[src/rtl/key_mode_pkg.sv]
// Shared definitions for the front-panel key/mode path.
// - mode codes driven to the LED blinker
// - key bit positions within the 3-bit key vectors
// - next_mode(): step sequence of the NEXT key
package key_mode_pkg;

  typedef logic [2:0] mode_t;

  localparam mode_t MODE_HOLD = 3'h0;
  localparam mode_t MODE_FAST = 3'h1;
  localparam mode_t MODE_SLOW = 3'h2;
  localparam mode_t MODE_ON   = 3'h3;

  localparam int unsigned KEY_NEXT = 0;
  localparam int unsigned KEY_ON   = 1;
  localparam int unsigned KEY_FAST = 2;

  // Cycles fast -> slow -> on -> fast; any code outside that loop
  // (hold or unused values) enters it at fast.
  function automatic mode_t next_mode(input mode_t cur);
    mode_t nxt;
    unique case (cur)
      MODE_FAST: nxt = MODE_SLOW;
      MODE_SLOW: nxt = MODE_ON;
      default:   nxt = MODE_FAST;
    endcase
    return nxt;
  endfunction

endpackage

[src/rtl/key_mode_ctrl_if.sv]
// Key/mode bundle between the panel pins and the LED blinker.
// - key_in     : raw active-low buttons [0]=NEXT [1]=ON [2]=FAST
// - key_pulse  : one-cycle debounced press pulses
// - mode       : mode code level to the blinker
// - mode_valid : one-cycle strobe when mode takes a commanded value
// master drives the keys and observes results; slave is the controller.
interface key_mode_ctrl_if;
  logic [2:0] key_in;
  logic [2:0] key_pulse;
  logic [2:0] mode;
  logic       mode_valid;

  modport master (
    output key_in,
    input  key_pulse,
    input  mode,
    input  mode_valid
  );

  modport slave (
    input  key_in,
    output key_pulse,
    output mode,
    output mode_valid
  );
endinterface

[src/rtl/key_debounce.sv]
// Debouncer for one active-low push button.
// - clk, rstn : clock and synchronous active-low reset
// - key_n     : raw button level, asynchronous to clk
// - press     : one-cycle pulse the cycle after the debounced level falls
// A new level is accepted only after DEB_CYC consecutive cycles that
// differ from the current stable level; any return to the stable level
// clears the count.
module key_debounce #(
  parameter int unsigned DEB_CYC = 1_000_000,
  parameter int unsigned CNT_W   = 20
) (
  input  logic clk,
  input  logic rstn,
  input  logic key_n,
  output logic press
);

  localparam logic [CNT_W-1:0] CntLast = CNT_W'(DEB_CYC - 1);

  logic             sync1_q;
  logic             s_q;
  logic             stable_q, stable_d;
  logic             stable_dly_q;
  logic             press_q;
  logic [CNT_W-1:0] cnt_q, cnt_d;

  always_comb begin
    cnt_d    = cnt_q;
    stable_d = stable_q;
    if (s_q == stable_q) begin
      cnt_d = '0;
    end else if (cnt_q == CntLast) begin
      stable_d = s_q;
      cnt_d    = '0;
    end else begin
      cnt_d = cnt_q + CNT_W'(1);
    end
  end

  always_ff @(posedge clk) begin
    if (!rstn) begin
      sync1_q      <= 1'b1;
      s_q          <= 1'b1;
      stable_q     <= 1'b1;
      stable_dly_q <= 1'b1;
      cnt_q        <= '0;
      press_q      <= 1'b0;
    end else begin
      sync1_q      <= key_n;
      s_q          <= sync1_q;
      stable_q     <= stable_d;
      cnt_q        <= cnt_d;
      stable_dly_q <= stable_q;
      // Falling edge of the accepted level, seen one cycle after it lands.
      press_q      <= stable_dly_q & ~stable_q;
    end
  end

  assign press = press_q;

endmodule

[src/rtl/key_mode_ctrl.sv]
// Front-panel key controller: debounces NEXT/ON/FAST and drives the LED
// blinker mode code.
// - clk, rstn : clock and synchronous active-low reset
// - bus       : key_mode_ctrl_if slave (key_in, key_pulse, mode, mode_valid)
// One command is executed per cycle with priority ON > FAST > NEXT;
// lower-priority pulses in the same cycle are dropped.
module key_mode_ctrl
  import key_mode_pkg::*;
#(
  parameter int unsigned DEB_CYC = 1_000_000,
  parameter int unsigned CNT_W   = 20
) (
  input  logic            clk,
  input  logic            rstn,
  key_mode_ctrl_if.slave  bus
);

  logic [2:0] pulse;
  mode_t      mode_q, mode_d;
  logic       valid_q, valid_d;

  for (genvar i = 0; i < 3; i++) begin : g_key
    key_debounce #(
      .DEB_CYC (DEB_CYC),
      .CNT_W   (CNT_W)
    ) u_deb (
      .clk   (clk),
      .rstn  (rstn),
      .key_n (bus.key_in[i]),
      .press (pulse[i])
    );
  end

  always_comb begin
    mode_d  = mode_q;
    valid_d = 1'b0;
    if (pulse[KEY_ON]) begin
      mode_d  = MODE_ON;
      valid_d = 1'b1;
    end else if (pulse[KEY_FAST]) begin
      mode_d  = MODE_FAST;
      valid_d = 1'b1;
    end else if (pulse[KEY_NEXT]) begin
      mode_d  = next_mode(mode_q);
      valid_d = 1'b1;
    end
  end

  always_ff @(posedge clk) begin
    if (!rstn) begin
      mode_q  <= MODE_HOLD;
      valid_q <= 1'b0;
    end else begin
      mode_q  <= mode_d;
      valid_q <= valid_d;
    end
  end

  assign bus.key_pulse  = pulse;
  assign bus.mode       = mode_q;
  assign bus.mode_valid = valid_q;

endmodule

[src/flat_wrapper.sv]
// flat-port wrapper written by rule: the top's interface ports become plain ports
module key_mode_ctrl_flat import key_mode_pkg::*;
#(
  parameter int unsigned DEB_CYC = 1_000_000,
  parameter int unsigned CNT_W   = 20
)
  (clk, rstn, bus_key_in, bus_key_pulse, bus_mode, bus_mode_valid);
  key_mode_ctrl_if bus_i ();
  input  logic clk;
  input  logic rstn;
  input wire logic [$bits(bus_i.key_in)-1:0] bus_key_in;
  output wire logic [$bits(bus_i.key_pulse)-1:0] bus_key_pulse;
  output wire logic [$bits(bus_i.mode)-1:0] bus_mode;
  output wire logic [$bits(bus_i.mode_valid)-1:0] bus_mode_valid;
  assign bus_i.key_in = bus_key_in;
  assign bus_key_pulse = bus_i.key_pulse;
  assign bus_mode = bus_i.mode;
  assign bus_mode_valid = bus_i.mode_valid;
  key_mode_ctrl #(.DEB_CYC(DEB_CYC), .CNT_W(CNT_W)) u_core (.clk(clk), .rstn(rstn), .bus(bus_i));
endmodule
[config.mk]
export PLATFORM = sky130hd
export DESIGN_NAME = key_mode_ctrl_flat
export DESIGN_NICKNAME = d
export VERILOG_FILES = /design/src/rtl/key_mode_pkg.sv /design/src/rtl/key_mode_ctrl_if.sv /design/src/rtl/key_debounce.sv /design/src/rtl/key_mode_ctrl.sv /design/src/flat_wrapper.sv
export SDC_FILE = /design/constraint.sdc
export NUM_CORES = 1
export LEC_CHECK = 0
export ABC_AREA = 1
export CAP_MARGIN = 20
export CORE_MARGIN = 2
export CORE_UTILIZATION = 45
export CTS_CLUSTER_SIZE = 16
export DETAILED_ROUTE_END_ITERATION = 8
export HOLD_SLACK_MARGIN = 0.1
export PLACE_DENSITY = 0.63
export SLEW_MARGIN = 20
export SYNTH_ARGS = -nofsm -noshare
export SYNTH_HDL_FRONTEND = slang
export SYNTH_HIERARCHICAL = 1
export SYNTH_SLANG_ARGS = --single-unit
[constraint.sdc]
create_clock -name clk -period 3 [get_ports clk]
set_clock_uncertainty 0.05 [all_clocks]
set_input_delay 0.75 -clock clk [delete_from_list [all_inputs] [get_ports clk]]
set_output_delay 0.75 -clock clk [all_outputs]
set_load 0.02 [all_outputs]
Yosys cells after proc, flatten, opt, wreduce, memory -nomap -nowiden
Cells that the tools add are included.

storage, ports and cells
  register bits after elaboration = 78
  input port bits = 5
  output and inout port bits = 7

operators by class
  $add $sub $neg = 3
  equality and inequality tests = 8
  muxes and demuxes = 7
  bitwise operators = 10
  reductions and logical operators = 7

operators with widths
  cell                                            number
  adder 20 x 1 -> 20 bit (second input constant)  3
  == test 20 bit (second input constant)          3
  OR reduction 3 bit                              3
  NOT 1 bit                                       7
  2-to-1 mux 2 bit                                3
  AND reduction 2 bit                             3
  one-hot mux 2 bit (2 select lines)              1
  AND 1 bit                                       3
  == test 1 bit                                   3
  2-to-1 mux 1 bit                                3
  nonzero test 3 bit                              1
  == test 2 x 1 -> 1 bit (second input constant)  1
  == test 2 bit (second input constant)           1

Logic depth before layout (Yosys ltp)
Gate-level depths: netlist (run 1).

  depth after elaboration = 5
  depth in mapped cells = 8
  gate-level depth less buffers = 8

Modules after synthesis
Netlist (run 1), hierarchy kept.

modules (own cells, without submodules)
  module         instances  cells an instance  area an instance (um^2)  sequential area each (um^2)
  key_debounce   3          159                1193.6                   500.5
  key_mode_ctrl  1          22                 158.9                    60.1

Worst setup path after synthesis (run 1)
OpenSTA, ideal clock, no wires.

  path kind = input -> register
  start = in rstn
  end = reg u_core.g_key[0].u_deb.cnt_q[15]
  arrival time = 1.357 ns
  required time = 2.888 ns
  slack = 1.531 ns
  stages on the path = 5
  buffers on the path = 1
  cells stage by stage = o21ai_0 -> a21oi_2 -> nand2_4 -> buf_12 -> nor2_2

on the way
  cells in the longest elaborated chain, start to end = 2

RTL lines
  element                       RTL line            RTL
  start, declared               flat_wrapper.sv:10  input logic rstn;
  NOT 1 bit (no line)           --
  OR reduction 3 bit (no line)  --
  end signal, assigned          key_debounce.sv:52  cnt_q <= cnt_d;
  end, declared                 key_debounce.sv:25  logic [CNT_W-1:0] cnt_q, cnt_d;

Every way passes these cells.
A chain may end at the register's enable or synchronous reset.

Final worst setup path (run 1)
  start = reg u_core.g_key[1].u_deb.press_q
  end = out bus_key_pulse[1]

RTL lines
  element                 RTL line            RTL
  start, declared         key_debounce.sv:24  logic press_q;
  start signal, assigned  key_debounce.sv:55  press_q <= stable_dly_q & ~stable_q;
  end, declared           flat_wrapper.sv:12  output wire logic [$bits(bus_i.key_pulse)-1:0] bus_key_pulse;

No word-level cell between the ends.

==> metrics, run 1 <==
run status completed; vias in the first global route 2827; Die Ht 95.2 um; Pwr Density 458 nW/um^2; GP Congestion 0.815; leak pwr 1.23 nW; ant diodes 0; WP data arrival 1.39 ns; placed insts 610; nets 525; Layout area overhead 9.87%; CP endpoint bus_key_pulse[1]; core area 8130 sq um; CP delay by family, top buffers and inverters; synth warn 6; Post-CTS Repair Setup Buffers 0; drt first pass iters 4; Tot Pwr 0.00188 W; TritonCTS clock tree done; DR WL/cell 10.8 um; I/O Pins 12; crit path max fanout 3; Post-synth EDFFs 0; Die Wd 95.2 um; fmax 0.457 GHz; Hold-fix buffers, CTS 0; CTS max path bufs 2; Hold Crit Start u_core/g_key[1].u_deb/stable_dly_q; reg2reg setup slack 1.42 ns; Syn Std Cell Area 3740 sq um; Mapped Nets 508; placed wire-length estimate 5.00 mm; register area share after synthesis 0.418; CTS buffer count 9; clock transition at the registers of the reported paths 0.09 ns; critical path launch point type flop; crit end category output pin; final wirelength 6.77 mm; dominant synthesized flop cell dfxtp_1; ys async rst share 0; Max stage delay on crit path 0.63 ns; initial antenna violation count 0; Clk Latency, worst-skew pair 0.35 ns; pin count of the biggest net entering global routing 19; buffer and inverter count on the worst path 1; unrepaired setup endpoints after global routing no; Resized cells post-CTS 0; port bufs 10; root buffer cell clkbuf_8; gr usage total 0.172; fin crit period 2.19 ns; H-tree lvl count 3; crit share post-route 0.729; GRT overflow 0; placed cell areas 3900 sq um; Hold Path Class flop to flop; First DRT Iteration DRCs 101; vias 3006; setup TNS 0 ns; R2R Path Start u_core/g_key[0].u_deb/cnt_q[0]; Mapped Cells 499; layout cell share with drive strength beyond 1 0.161; VDD IR max 0.184 mV; max-slew violation count 0; first-pass GRT wire length 12.3 mm; Synth cell types 26; mean post-synth cell area 7.49 sq um; most frequent cells in the layout 98 x nand2_1, 94 x nor2_1, 78 x dfxtp_1; final count of hold timing violations 0; worst reg-to-reg path cell count 6; Critical Path, Cell by Cell clkdlybuf4s50_1; most common cell after layout, fill and taps aside nand2_1; routed vias/inst 4.80; Max-Cap Viols 0; Critical Path Stages 1; final non-filler cell area 4110 sq um; CTS Sinks 78; Non-Filler Instances 626; # DRC 0; DRT antenna net count 0; Critical-path top delay cell clkdlybuf4s50_1; critical path data required time 2.20 ns; Placement Rows 33; synthesis-stage register bit count 78; # setup viols final 0; Reg-to-Reg End u_core/g_key[0].u_deb/cnt_q[12]; die area 9060 sq um; Initial Utilization 0.460; worst setup path category flop to output pin; Critical Path Start u_core/g_key[1].u_deb/press
## where the power goes
part / leakage (nW) / switching (W) / internal (W)
clock: 0.106 / 0.000414 / 0.000398
combinational: 0.498 / 0.0000169 / 0.0000110
sequential: 0.630 / 0.00000330 / 0.00104
## metrics by stage
stage | hold WS, ns | setup WS [ns] | util
after global routing | 0.382 | 0.750 | 0.505
after floorplan | 0.342 | 1.53 | -
after CTS | 0.367 | 0.784 | 0.505
after detailed placement | 0.354 | 0.614 | 0.480
final | 0.363 | 0.813 | 0.505
after global placement | 0.347 | 0.672 | 0.480
## flip-flops by register name, indices dropped and copies added (netlist names)
| name | flops |
|---|---|
| u_core/g_key.u_deb/s_q | 3 |
| u_core/g_key.u_deb/stable_dly_q | 3 |
| u_core/g_key.u_deb/sync1_q | 3 |
| u_core/bus.mode_valid | 1 |
| u_core/bus.mode | 2 |
| u_core/g_key.u_deb/stable_q | 3 |
| u_core/g_key.u_deb/press | 3 |
| u_core/g_key.u_deb/cnt_q | 60 |
## metal layers
metal	global-route usage	up-vias	wire [um]	part of all wire
met4	0.0664	0	76	0.011
met2	0.266	33	2940	0.43
met1	0.229	1366	3550	0.52
met5	0	-	0	0
met3	0.0427	6	206	0.030
li1	-	1601	-	-
## worst register-to-register path, delay by kind of cell (launching register included)
kind | cells | cell delay (ns)
simple gates | 5 | 0.83
fa+ha+maj | 1 | 0.22
flops | 1 | 0.38
## synthesized netlist by cell type (2+ instances only)
cell,count,share of area
a21oi_2,3,0.0070
nand3_1,34,0.045
clkinv_1,3,0.0030
nand3b_1,3,0.0060
nand3_2,9,0.024
ha_1,4,0.013
inv_1,38,0.038
nor2_1,94,0.094
nand4_1,9,0.015
xnor2_1,12,0.028
dfxtp_1,78,0.42
o21ai_1,2,0.0027
nor2_2,36,0.060
or2_0,3,0.0050
buf_12,3,0.016
nand2_4,3,0.0090
a21oi_1,20,0.027
o21ai_0,7,0.0094
o21bai_1,3,0.0060
xor2_1,18,0.042
nand2_1,98,0.098
or2_2,15,0.025
## cell type report
cell class | instances | area [sq um]
clock inverter | 7 | 81.3
timing repair buffer | 10 | 100
inverter | 42 | 158
clock buffer | 9 | 124
sequential | 78 | 1560
multi-input combinational | 375 | 1950
tap | 105 | 131
fill | 821 | 4030
## kinds of logic (layout without fill, tap and decap cells)
kind of cell	Yosys count	count (layout)	share of synthesized area
simple gates	305	305	0.386
flops	78	78	0.418
buf+inv	46	68	0.0602
compound gates	35	35	0.0519
xor+xnor	30	30	0.0703
fa+ha+maj	4	4	0.0134
other cells	1	1	0.00100
## worst min-delay path by stage
| stage | end | slack (ns) | cells after the start |
|---|---|---|---|
| 6_report | u_core/g_key[1].u_deb/press | 0.36 | 2 |
| 5_1_grt | u_core/g_key[1].u_deb/press | 0.38 | 2 |
| 4_1_cts | u_core/g_key[1].u_deb/press | 0.37 | 2 |
| 3_5_place_dp | u_core/g_key[1].u_deb/press | 0.35 | 2 |
| 3_3_place_gp | u_core/g_key[2].u_deb/press | 0.35 | 2 |
| 2_1_floorplan | u_core/g_key[0].u_deb/press | 0.34 | 2 |
(Power assumes the default switching activity.)
==> run 2: changes to the inputs <==
Settings changed: PLACE_DENSITY 0.63 to 0.65.
Clock period 3 ns to 1.8 ns, I/O delays scaled along.
==> run 2 against run 1 <==
  * Count of clock-buffer cells in the layout grew 1
  * Sequential share of layout area shrank 0.39 points
  * Sequential cell count is the same
  * Utilization grew 0.52 points
  * Total power grew 66%
  * Critical endpoint unchanged
==> metrics, run 2 (synthesis results as in run 1) <==
DRT antenna net count 0 (unchanged); TritonCTS clock tree done; nets 531 (+1.1%); Die Ht 95.2 um (unchanged); layout cell share with drive strength beyond 1 0.171 (+0.00955); Reg-to-Reg End u_core/g_key[1].u_deb/cnt_q[11]; pin count of the biggest net entering global routing 19 (unchanged); crit share post-route 0.895; First DRT Iteration DRCs 135 (+34%); CTS max path bufs 2 (unchanged); buffer and inverter count on the worst path 1 (unchanged); CTS Sinks 78 (unchanged); Initial Utilization 0.460 (unchanged); Hold-fix buffers, CTS 0 (unchanged); Placement Rows 33 (unchanged); Critical Path, Cell by Cell dlygate4sd2_1; critical path launch point type flop; most frequent cells in the layout 98 x nand2_1, 94 x nor2_1, 78 x dfxtp_1; crit end category output pin; die area 9060 sq um (unchanged); DR WL/cell 10.8 um (+0.12%); Clk Latency, worst-skew pair 0.35 ns (about the same); initial antenna violation count 0 (unchanged); max reg flops 60 (unchanged); hold path endpoint u_core/g_key[2].u_deb/press; Post-CTS Repair Setup Buffers 0 (unchanged); # setup viols final 0 (unchanged); vias 3027 (+0.70%); Die Wd 95.2 um (unchanged); core area 8130 sq um (unchanged); worst reg-to-reg path cell count 6 (unchanged); I/O Pins 12 (unchanged); GP Congestion 0.882 (+8.3%); # DRC 0 (unchanged); first-pass GRT wire length 12.2 mm (-0.72%); Max-Cap Viols 0 (unchanged); H-tree lvl count 3 (unchanged); fin crit period 1.61 ns; GRT overflow 0 (unchanged); clock transition at the registers of the reported paths 0.08 ns (about the same); Hold Crit Start u_core/g_key[2].u_deb/stable_dly_q; most common cell after layout, fill and taps aside nand2_1; gr usage total 0.169 (-0.00297); Max stage delay on crit path 0.41 ns (-0.22 ns); Layout area overhead 11.0%; port bufs 10 (unchanged); R2R Path Start u_core/g_key[1].u_deb/cnt_q[0]; max-slew violation count 0 (unchanged); critical path data required time 1.30 ns (-0.90 ns); final wirelength 6.85 mm (+1.1%); vias in the first global route 2865 (+1.3%); VDD IR max 0.350 mV (+90%); CTS buffer count 9 (unchanged); leak pwr 1.30 nW (+5.7%); Hold Path Cell Cnt 2 (unchanged); unrepaired setup endpoints after global routing no; fmax 0.621 GHz; Hold Path Class flop to flop; WP data arrival 1.11 ns (-0.28 ns); run status completed; root buffer cell clkbuf_8; crit path max fanout 3 (unchanged); routed vias/inst 4.79 (-0.26%); Pwr Density 755 nW/um^2 (+65%); CP delay by family, top flip-flops; worst setup path category flop to output pin; worst setup margin 0.189 ns (-0.624 ns); final count of hold timing violations 0 (unchanged); Critical-path top delay cell dfxtp_1; Tot Pwr 0.00313 W (+66%); reg2reg setup slack 0.21 ns (-1.21 ns); pre-CTS setup slack -0.0612 ns (-0.675 ns); drt first pass iters 4 (unchanged); Core Util, Final 0.510 (+0.00523); largest register by flop count u_core/g_key.u_deb/cnt_q; placed wire-length estimate 5.07 mm (+1.4%); ant diodes 0 (unchanged)
==> run 2: where the power goes <==
part	internal (W)	switching, W
sequential	0.00173	0.00000571
clock	0.000685	0.000655
combinational	0.0000244	0.0000301
==> run 2: what timing repair did <==
item / in CTS / in global routing
endpoints found under the setup margin: 5 / 1
pin swaps: 0 / 0
gates resized for setup: 5 / 1
==> run 2: metrics by stage <==
| stage | hold WS [ns] | area [sq um] | setup TNS [ns] | cells |
|---|---|---|---|---|
| floorplan | 0.342 | 3740 | 0 | 499 |
| global placement | 0.347 | 3950 | -1.05 | 616 |
| detailed placement | 0.350 | 3950 | -1.29 | 616 |
| CTS | 0.362 | 4150 | 0 | 632 |
| global route | 0.368 | 4150 | 0 | 632 |
| finish | 0.360 | 4150 | 0 | 632 |
==> run 2: routing by layer <==
metal / track usage / part of all wire
met3: 0.0427 / 0.035
met4: 0.0616 / 0.0089
met5: 0 / 0
met1: 0.220 / 0.53
met2: 0.270 / 0.43
==> run 2: worst max path at each step <==
| stage | start | to | cells after the start |
|---|---|---|---|
| 6_report | u_core/g_key[1].u_deb/press | bus_key_pulse[1] | 1 |
| 5_1_grt | u_core/g_key[1].u_deb/cnt_q[0] | u_core/g_key[1].u_deb/cnt_q[14] | 6 |
| 4_1_cts | u_core/bus.mode_valid | bus_mode_valid | 1 |
| 3_5_place_dp | rstn | u_core/g_key[0].u_deb/cnt_q[13] | 5 |
| 3_3_place_gp | rstn | u_core/g_key[0].u_deb/cnt_q[19] | 5 |
| 2_1_floorplan | u_core/g_key[0].u_deb/cnt_q[0] | u_core/g_key[0].u_deb/cnt_q[15] | 7 |
==> run 2: layout make-up <==
| class | instances | area, sq um |
|---|---|---|
| Sequential cell | 78 | 1560 |
| Clock buffer | 10 | 138 |
| Multi-Input combinational cell | 375 | 1950 |
| Clock inverter | 6 | 68.8 |
| Fill cell | 755 | 3980 |
| Timing Repair Buffer | 16 | 141 |
| Tap cell | 105 | 131 |
| Inverter | 42 | 158 |
